**config.mk**
```make
export PLATFORM = sky130hd
export DESIGN_NAME = id_stage
export DESIGN_NICKNAME = d
export VERILOG_FILES = /design/src/rtl/rv32_pkg.sv /design/src/rtl/id_stage_imm_gen.sv /design/src/rtl/id_stage.sv
export SDC_FILE = /design/constraint.sdc
export NUM_CORES = 1
export LEC_CHECK = 0
export CORE_AREA = 5 5 134 136
export CTS_BUF_LIST = sky130_fd_sc_hd__clkbuf_4
export DETAILED_ROUTE_END_ITERATION = 12
export DIE_AREA = 0 0 139 141
export PLACE_DENSITY = 0.89
export RECOVER_POWER = 25
export SLEW_MARGIN = 20
export SYNTH_ARGS = -nofsm -noshare
export SYNTH_HDL_FRONTEND = slang
export SYNTH_HIERARCHICAL = 1
export SYNTH_SLANG_ARGS = --single-unit
export TNS_END_PERCENT = 100
```
**constraint.sdc**
```tcl
create_clock -name clk -period 5.1 [get_ports clk]
set_input_delay 1.53 -clock clk [delete_from_list [all_inputs] [get_ports clk]]
set_output_delay 1.53 -clock clk [all_outputs]
set_load 0.05 [all_outputs]
```
**src/rtl/rv32_pkg.sv**
```systemverilog
// Shared RV32I decode definitions: opcodes, ALU operation encoding and
// the bit positions of the control vector carried into EX.
package rv32_pkg;

   localparam logic [6:0] OPC_LOAD     = 7'b0000011;
   localparam logic [6:0] OPC_MISC_MEM = 7'b0001111;
   localparam logic [6:0] OPC_OP_IMM   = 7'b0010011;
   localparam logic [6:0] OPC_AUIPC    = 7'b0010111;
   localparam logic [6:0] OPC_STORE    = 7'b0100011;
   localparam logic [6:0] OPC_OP       = 7'b0110011;
   localparam logic [6:0] OPC_LUI      = 7'b0110111;
   localparam logic [6:0] OPC_BRANCH   = 7'b1100011;
   localparam logic [6:0] OPC_JALR     = 7'b1100111;
   localparam logic [6:0] OPC_JAL      = 7'b1101111;
   localparam logic [6:0] OPC_SYSTEM   = 7'b1110011;

   typedef enum logic [3:0] {
      ALU_ADD  = 4'd0,
      ALU_SUB  = 4'd1,
      ALU_SLL  = 4'd2,
      ALU_SLT  = 4'd3,
      ALU_SLTU = 4'd4,
      ALU_XOR  = 4'd5,
      ALU_SRL  = 4'd6,
      ALU_SRA  = 4'd7,
      ALU_OR   = 4'd8,
      ALU_AND  = 4'd9
   } alu_op_t;

   localparam int CTRL_IS_LOAD   = 7;
   localparam int CTRL_IS_STORE  = 6;
   localparam int CTRL_IS_BRANCH = 5;
   localparam int CTRL_IS_JAL    = 4;
   localparam int CTRL_IS_JALR   = 3;
   localparam int CTRL_USE_PC_A  = 2;
   localparam int CTRL_USE_IMM_B = 1;
   localparam int CTRL_ILLEGAL   = 0;

   // funct7[5] only selects SUB on register-register ops and SRA on shifts.
   function automatic alu_op_t alu_decode(input logic [2:0] funct3,
                                          input logic       funct7b5,
                                          input logic       isRegReg);
      case (funct3)
         3'b000:  return (isRegReg && funct7b5) ? ALU_SUB : ALU_ADD;
         3'b001:  return ALU_SLL;
         3'b010:  return ALU_SLT;
         3'b011:  return ALU_SLTU;
         3'b100:  return ALU_XOR;
         3'b101:  return funct7b5 ? ALU_SRA : ALU_SRL;
         3'b110:  return ALU_OR;
         default: return ALU_AND;
      endcase
   endfunction

endpackage

```
**src/rtl/id_stage_imm_gen.sv**
```systemverilog
// Combinational RV32I immediate extraction; the format is chosen from the
// opcode, and formats without an immediate yield zero.
module imm_gen
   import rv32_pkg::*;
(
   input  logic [31:0] instr_i,
   output logic [31:0] imm_o
);

   always_comb begin
      imm_o = '0;
      case (instr_i[6:0])
         OPC_OP_IMM, OPC_LOAD, OPC_JALR, OPC_MISC_MEM, OPC_SYSTEM:
            imm_o = {{20{instr_i[31]}}, instr_i[31:20]};
         OPC_STORE:
            imm_o = {{20{instr_i[31]}}, instr_i[31:25], instr_i[11:7]};
         OPC_BRANCH:
            imm_o = {{19{instr_i[31]}}, instr_i[31], instr_i[7],
                     instr_i[30:25], instr_i[11:8], 1'b0};
         OPC_LUI, OPC_AUIPC:
            imm_o = {instr_i[31:12], 12'b0};
         OPC_JAL:
            imm_o = {{11{instr_i[31]}}, instr_i[31], instr_i[19:12],
                     instr_i[20], instr_i[30:21], 1'b0};
         default:
            imm_o = '0;
      endcase
   end

endmodule

```
**src/rtl/id_stage.sv**
```systemverilog
// RV32I decode stage: register-file addressing with writeback bypass,
// control decode, load-use stall and the ID/EX pipeline register.
module id_stage
   import rv32_pkg::*;
#(
   parameter int unsigned XLEN     = 32,
   parameter logic [31:0] RESET_PC = 32'h0000_0000
) (
   input  logic            clk,
   input  logic            rst_n,
   input  logic            i_if_valid,
   output logic            o_id_ready,
   input  logic [31:0]     i_instr,
   input  logic [XLEN-1:0] i_pc,
   output logic [4:0]      o_rf_rs1,
   output logic [4:0]      o_rf_rs2,
   output logic            o_rf_re,
   input  logic [XLEN-1:0] i_rf_data1,
   input  logic [XLEN-1:0] i_rf_data2,
   input  logic            i_wb_wr,
   input  logic [4:0]      i_wb_rd,
   input  logic [XLEN-1:0] i_wb_data,
   input  logic            i_flush,
   input  logic            i_ex_ready,
   output logic            o_ex_valid,
   output logic [XLEN-1:0] o_ex_pc,
   output logic [XLEN-1:0] o_ex_rs1_data,
   output logic [XLEN-1:0] o_ex_rs2_data,
   output logic [XLEN-1:0] o_ex_imm,
   output logic [4:0]      o_ex_rd,
   output logic            o_ex_rd_wr,
   output logic [3:0]      o_ex_alu_op,
   output logic [7:0]      o_ex_ctrl,
   output logic [2:0]      o_ex_funct3
);

   logic [6:0]      opcode;
   logic [4:0]      rs1, rs2, rd;
   logic [2:0]      funct3;
   alu_op_t         aluOp_d;
   logic [7:0]      ctrl_d;
   logic            rdWr_d, rs1Used, rs2Used, zeroRs1;
   logic [31:0]     imm_d;
   logic [XLEN-1:0] rs1Data_d, rs2Data_d;
   logic            loadUse, adv;

   logic            exValid_q, exRdWr_q;
   logic [XLEN-1:0] exPc_q, exRs1Data_q, exRs2Data_q, exImm_q;
   logic [4:0]      exRd_q;
   alu_op_t         exAluOp_q;
   logic [7:0]      exCtrl_q;
   logic [2:0]      exFunct3_q;

   assign opcode   = i_instr[6:0];
   assign rd       = i_instr[11:7];
   assign funct3   = i_instr[14:12];
   assign rs1      = i_instr[19:15];
   assign rs2      = i_instr[24:20];
   assign o_rf_rs1 = rs1;
   assign o_rf_rs2 = rs2;
   assign o_rf_re  = i_if_valid;

   imm_gen u_imm_gen (
      .instr_i (i_instr),
      .imm_o   (imm_d)
   );

   // Branches and JAL also form pc+imm so EX can reuse the adder for the target.
   always_comb begin
      aluOp_d = ALU_ADD;
      ctrl_d  = '0;
      rdWr_d  = 1'b0;
      rs1Used = 1'b1;
      rs2Used = 1'b0;
      zeroRs1 = 1'b0;
      case (opcode)
         OPC_OP: begin
            rdWr_d  = 1'b1;
            rs2Used = 1'b1;
            aluOp_d = alu_decode(funct3, i_instr[30], 1'b1);
         end
         OPC_OP_IMM: begin
            rdWr_d  = 1'b1;
            ctrl_d[CTRL_USE_IMM_B] = 1'b1;
            aluOp_d = alu_decode(funct3, i_instr[30], 1'b0);
         end
         OPC_LOAD: begin
            rdWr_d = 1'b1;
            ctrl_d[CTRL_IS_LOAD]   = 1'b1;
            ctrl_d[CTRL_USE_IMM_B] = 1'b1;
         end
         OPC_STORE: begin
            rs2Used = 1'b1;
            ctrl_d[CTRL_IS_STORE]  = 1'b1;
            ctrl_d[CTRL_USE_IMM_B] = 1'b1;
         end
         OPC_BRANCH: begin
            rs2Used = 1'b1;
            ctrl_d[CTRL_IS_BRANCH] = 1'b1;
            ctrl_d[CTRL_USE_PC_A]  = 1'b1;
            ctrl_d[CTRL_USE_IMM_B] = 1'b1;
         end
         OPC_JAL: begin
            rdWr_d  = 1'b1;
            rs1Used = 1'b0;
            ctrl_d[CTRL_IS_JAL]    = 1'b1;
            ctrl_d[CTRL_USE_PC_A]  = 1'b1;
            ctrl_d[CTRL_USE_IMM_B] = 1'b1;
         end
         OPC_JALR: begin
            rdWr_d = 1'b1;
            ctrl_d[CTRL_IS_JALR]   = 1'b1;
            ctrl_d[CTRL_USE_IMM_B] = 1'b1;
         end
         OPC_LUI: begin
            rdWr_d  = 1'b1;
            rs1Used = 1'b0;
            zeroRs1 = 1'b1;
            ctrl_d[CTRL_USE_IMM_B] = 1'b1;
         end
         OPC_AUIPC: begin
            rdWr_d  = 1'b1;
            rs1Used = 1'b0;
            ctrl_d[CTRL_USE_PC_A]  = 1'b1;
            ctrl_d[CTRL_USE_IMM_B] = 1'b1;
         end
         OPC_MISC_MEM, OPC_SYSTEM: begin
         end
         default: ctrl_d[CTRL_ILLEGAL] = 1'b1;
      endcase
      if (rd == 5'd0) rdWr_d = 1'b0;
   end

   // The register file is written at the same edge, so its read data is stale
   // for a register being written back this cycle.
   always_comb begin
      rs1Data_d = i_rf_data1;
      rs2Data_d = i_rf_data2;
      if (rs1 == 5'd0 || zeroRs1)         rs1Data_d = '0;
      else if (i_wb_wr && i_wb_rd == rs1) rs1Data_d = i_wb_data;
      if (rs2 == 5'd0)                    rs2Data_d = '0;
      else if (i_wb_wr && i_wb_rd == rs2) rs2Data_d = i_wb_data;
   end

   assign loadUse = exValid_q && exCtrl_q[CTRL_IS_LOAD] && (exRd_q != 5'd0) &&
                    ((rs1Used && rs1 == exRd_q) || (rs2Used && rs2 == exRd_q));
   assign adv        = !exValid_q || i_ex_ready;
   assign o_id_ready = rst_n && adv && !loadUse && !i_flush;

   always_ff @(posedge clk) begin
      if (!rst_n) begin
         exValid_q   <= 1'b0;
         exPc_q      <= RESET_PC;
         exRs1Data_q <= '0;
         exRs2Data_q <= '0;
         exImm_q     <= '0;
         exRd_q      <= '0;
         exRdWr_q    <= 1'b0;
         exAluOp_q   <= ALU_ADD;
         exCtrl_q    <= '0;
         exFunct3_q  <= '0;
      end else if (i_flush) begin
         exValid_q <= 1'b0;
      end else if (adv && loadUse) begin
         exValid_q <= 1'b0;
      end else if (adv) begin
         exValid_q   <= i_if_valid;
         exPc_q      <= i_pc;
         exRs1Data_q <= rs1Data_d;
         exRs2Data_q <= rs2Data_d;
         exImm_q     <= imm_d;
         exRd_q      <= rd;
         exRdWr_q    <= rdWr_d;
         exAluOp_q   <= aluOp_d;
         exCtrl_q    <= ctrl_d;
         exFunct3_q  <= funct3;
      end
   end

   assign o_ex_valid    = exValid_q;
   assign o_ex_pc       = exPc_q;
   assign o_ex_rs1_data = exRs1Data_q;
   assign o_ex_rs2_data = exRs2Data_q;
   assign o_ex_imm      = exImm_q;
   assign o_ex_rd       = exRd_q;
   assign o_ex_rd_wr    = exRdWr_q;
   assign o_ex_alu_op   = exAluOp_q;
   assign o_ex_ctrl     = exCtrl_q;
   assign o_ex_funct3   = exFunct3_q;

endmodule
```
==> summary.md <==
| Metric | Value |
|---|---|
| Status | finished, final reports clean |
| Mean Syn Cell Area | approximately 9 µm² |
| Worst slew pin tran | approximately 1.3 ns |
| CP Data Arrival Time | between 3 and 4 ns |
| Multi-input gate area | ~0.0041 mm² |
| Flop and latch count out of synthesis | 150 |
| Share of the synthesized area in the top cell type | 0.3911 |
| Worst-path fanout max | 6 |
| Synth Cell Area | approximately 0.0077 mm² |
| Syn. warnings | 6 |
| RSZ-0062 raised after global routing | no |
| Final Util | 0.6783 |
| Die Ht | ~140 µm |
| DP HPWL | between 20 and 25 mm |
| DR WL/cell | 20.93 µm |
| Die Area | between 0.015 and 0.02 mm² |
| Initial antenna violation count | 0 |
| RePlAce Congestion | 0.9430 |
| Bufs on Longest Clock Path | 2 |
| Register Area | about 0.003 mm² |
| Synth area leader | dfxtp_1 |
| P&R area growth vs syn | 48.58% |
| WP data required | about 3.6 ns |
| Crit Path Class | in2out |
| Max_slew headroom | 0.1134 |
| Fmax | ~200 MHz |
| GRT overflow | 0 |
| Worst hold path type | reg2reg |
| Routed wire length | 29.09 mm |
| Largest net degree at the start of global routing | 76 |
| DRC Markers | 0 |
| Pre-Repair DR Iteration Count | 6 |
| Commonest non-fill, non-tap cell in the layout | clkdlybuf4s50_1 |
| Leading cell types in the layout, fill and taps excluded | 271 x clkdlybuf4s50_1, 150 x dfxtp_1, 83 x o21ai_0, 82 x a21oi_1, 81 x nand3_1 |
| Post-CTS setup buffers | 0 |
| Global-route wire length before repair | around 45 mm |
| CP Launch Type | input port |
| Endpoints failing hold | 0 |
| Unique cell type count in the Yosys netlist | between 50 and 60 |
| Min Tclk post-route | 4.995 ns |
| Number of global-route vias before repair | 7990 |
| Post-route ant nets | 0 |
| Seq/Total Area, Yosys | 0.3911 |
| Layout cell share with drive strength beyond 1 | 0.09614 |
| IO Pins | around 330 |
| Synth async-reset ratio | 0 |
| Via/cell ratio | a little under 6 |
| Final Skew | around 0.022 ns |
| # diodes | 0 |
| Number of CTS-inserted buffers | 17 |
| DR vias | around 8200 |
| CTS tree | built |
| DR iter-0 viols | between 700 and 800 |
| Final net count | ~1300 |
| Top_reg_cell synth | dfxtp_1 |
| Main area contributors after synthesis | dfxtp_1 39%, mux2i_1 9.5%, a31o_1 5.9% |
| Final setup violation count | 0 |
| Initial Util | 0.4565 |
| Power Density | ~240 mW/mm² |
| Total GRT Usage | 0.2834 |
| Max cap viols | 0 |
| Clock Pin Slew Worst Setup and Hold Paths | ~0.12 ns |
| CP endpoint kind | primary output |
| Mapped Cells | around 870 |
| Fill cell count | approximately 1300 |
| Tcrit/Tclk final | 0.9795 |
| Worst ir drop on vdd | ~0.2 mV |
| Clk_lat worst skew | roughly 0.55 ns |
| Final Slew Violations | 0 |
| CTS root buf | clkbuf_4 |
| Setup_tns | 0 ns |
| Cell Rows | 48 |
| Die width | ~140 µm |
| Leakage | 4.221 nW |
| Core box area | ~0.017 mm² |
| Port bufs | around 330 |
| EDFF count, synth | 0 |
| H-tree levels | 4 |
| Post-synth net total | approximately 1000 |
| TritonCTS Sinks | 150 |
## Yosys cell counts, types with 4 or more instances
| cell type | number |
|---|---|
| a21oi_1 | 82 |
| a211oi_1 | 4 |
| nor2_1 | 12 |
| xnor2_1 | 8 |
| or4_1 | 4 |
| a31o_2 | 12 |
| dfxtp_1 | 150 |
| a32o_1 | 5 |
| and2_1 | 8 |
| o21ai_0 | 83 |
| nor3b_1 | 4 |
| nand3_1 | 81 |
| buf_4 | 20 |
| nor4_1 | 56 |
| a31o_1 | 52 |
| a21o_1 | 19 |
| xor2_1 | 13 |
| mux2i_1 | 73 |
| nor4_2 | 10 |
| clkbuf_1 | 53 |
| buf_2 | 29 |
| nor2b_1 | 4 |
| nand2_1 | 22 |
| nor3_1 | 5 |
| buf_6 | 5 |
## cells by family (layout without fill, tap and decap cells)
group	count (synthesis)	after routing	share of synthesized area
AO/OA/AOI/OAI	280	280	0.2347
AND/OR/NAND/NOR	233	233	0.1814
flip-flops	150	150	0.3911
buffers and inverters	111	408	0.07366
multiplexers	73	73	0.09518
XOR/XNOR	21	21	0.02396
## flip-flops by register name (all words and copies together), names as in the netlist
register       cells
o_ex_rd_wr         1
o_ex_alu_op        4
o_ex_rs2_data     32
o_ex_pc           32
o_ex_rd            5
o_ex_funct3        3
o_ex_imm          32
o_ex_ctrl          8
o_ex_valid         1
o_ex_rs1_data     32
## area by class of cell
type | instances | share of cell area
multi-input combinational | 607 | 0.3626
inverter | 2 | 0.0006581
clock inverter | 14 | 0.01294
timing repair buffer | 375 | 0.3247
clock buffer | 17 | 0.01119
sequential | 150 | 0.2632
tap | 225 | 0.02468
## power by group
group	leakage (nW)	switching, mW	total, mW	internal [mW]
clock network	0.146	0.458	0.751	0.293
registers	1.23	0.0323	1.26	1.23
logic	2.85	0.451	0.765	0.314
## final timing paths
check	start	end	slack (ns)	cells past startpoint
hold reg to reg	o_ex_ctrl[4]$_SDFFE_PN0P_	o_ex_ctrl[4]$_SDFFE_PN0P_	0.47	2
hold / removal	o_ex_ctrl[4]$_SDFFE_PN0P_	o_ex_ctrl[4]$_SDFFE_PN0P_	0.47	2
setup reg to reg	o_ex_rd[4]$_SDFFE_PN0P_	o_ex_rs1_data[4]$_SDFFE_PN0P_	1.75	7
setup / recovery	i_instr[6]	o_id_ready	0.10	10
## per-stage QoR
stage	std cells	setup WS, ns	power [mW]	hold slack (ns)	cell area, µm²
3_5_place_dp	1359	0.04425	2.055	0.4552	11160
3_3_place_gp	1359	0.08907	2.046	0.4460	11160
5_1_grt	1390	0.03997	2.889	0.4840	11410
2_1_floorplan	868	0.1372	1.706	0.6711	7677
4_1_cts	1390	0.03865	2.799	0.4731	11430
6_report	1390	0.1046	2.776	0.4696	11410
## per-layer routing
metal  wire (µm)  GRT usage  share of wire
met4        1054     0.1123          0.036
met2       13920     0.4702           0.48
met3        2615    0.07836          0.090
met5           0          0              0
met1       11500     0.3505           0.40
## critical path, cell delays in order
cell and delay, ns:
clkdlybuf4s50_1 0.48, buf_4 0.19, and4b_1 0.17, o21ai_1 0.18
and4_4 0.25, o21ai_0 0.08, buf_4 0.16, nor3b_1 0.13
buf_4 0.15, buf_12 0.14
## what timing repair did
item | 4_1_cts | 5_1_grt
setup endpoints to repair | 0 | 1
gates resized for setup | 0 | 2
hold buffers | 0 | 0
(Power assumes the default switching activity.)
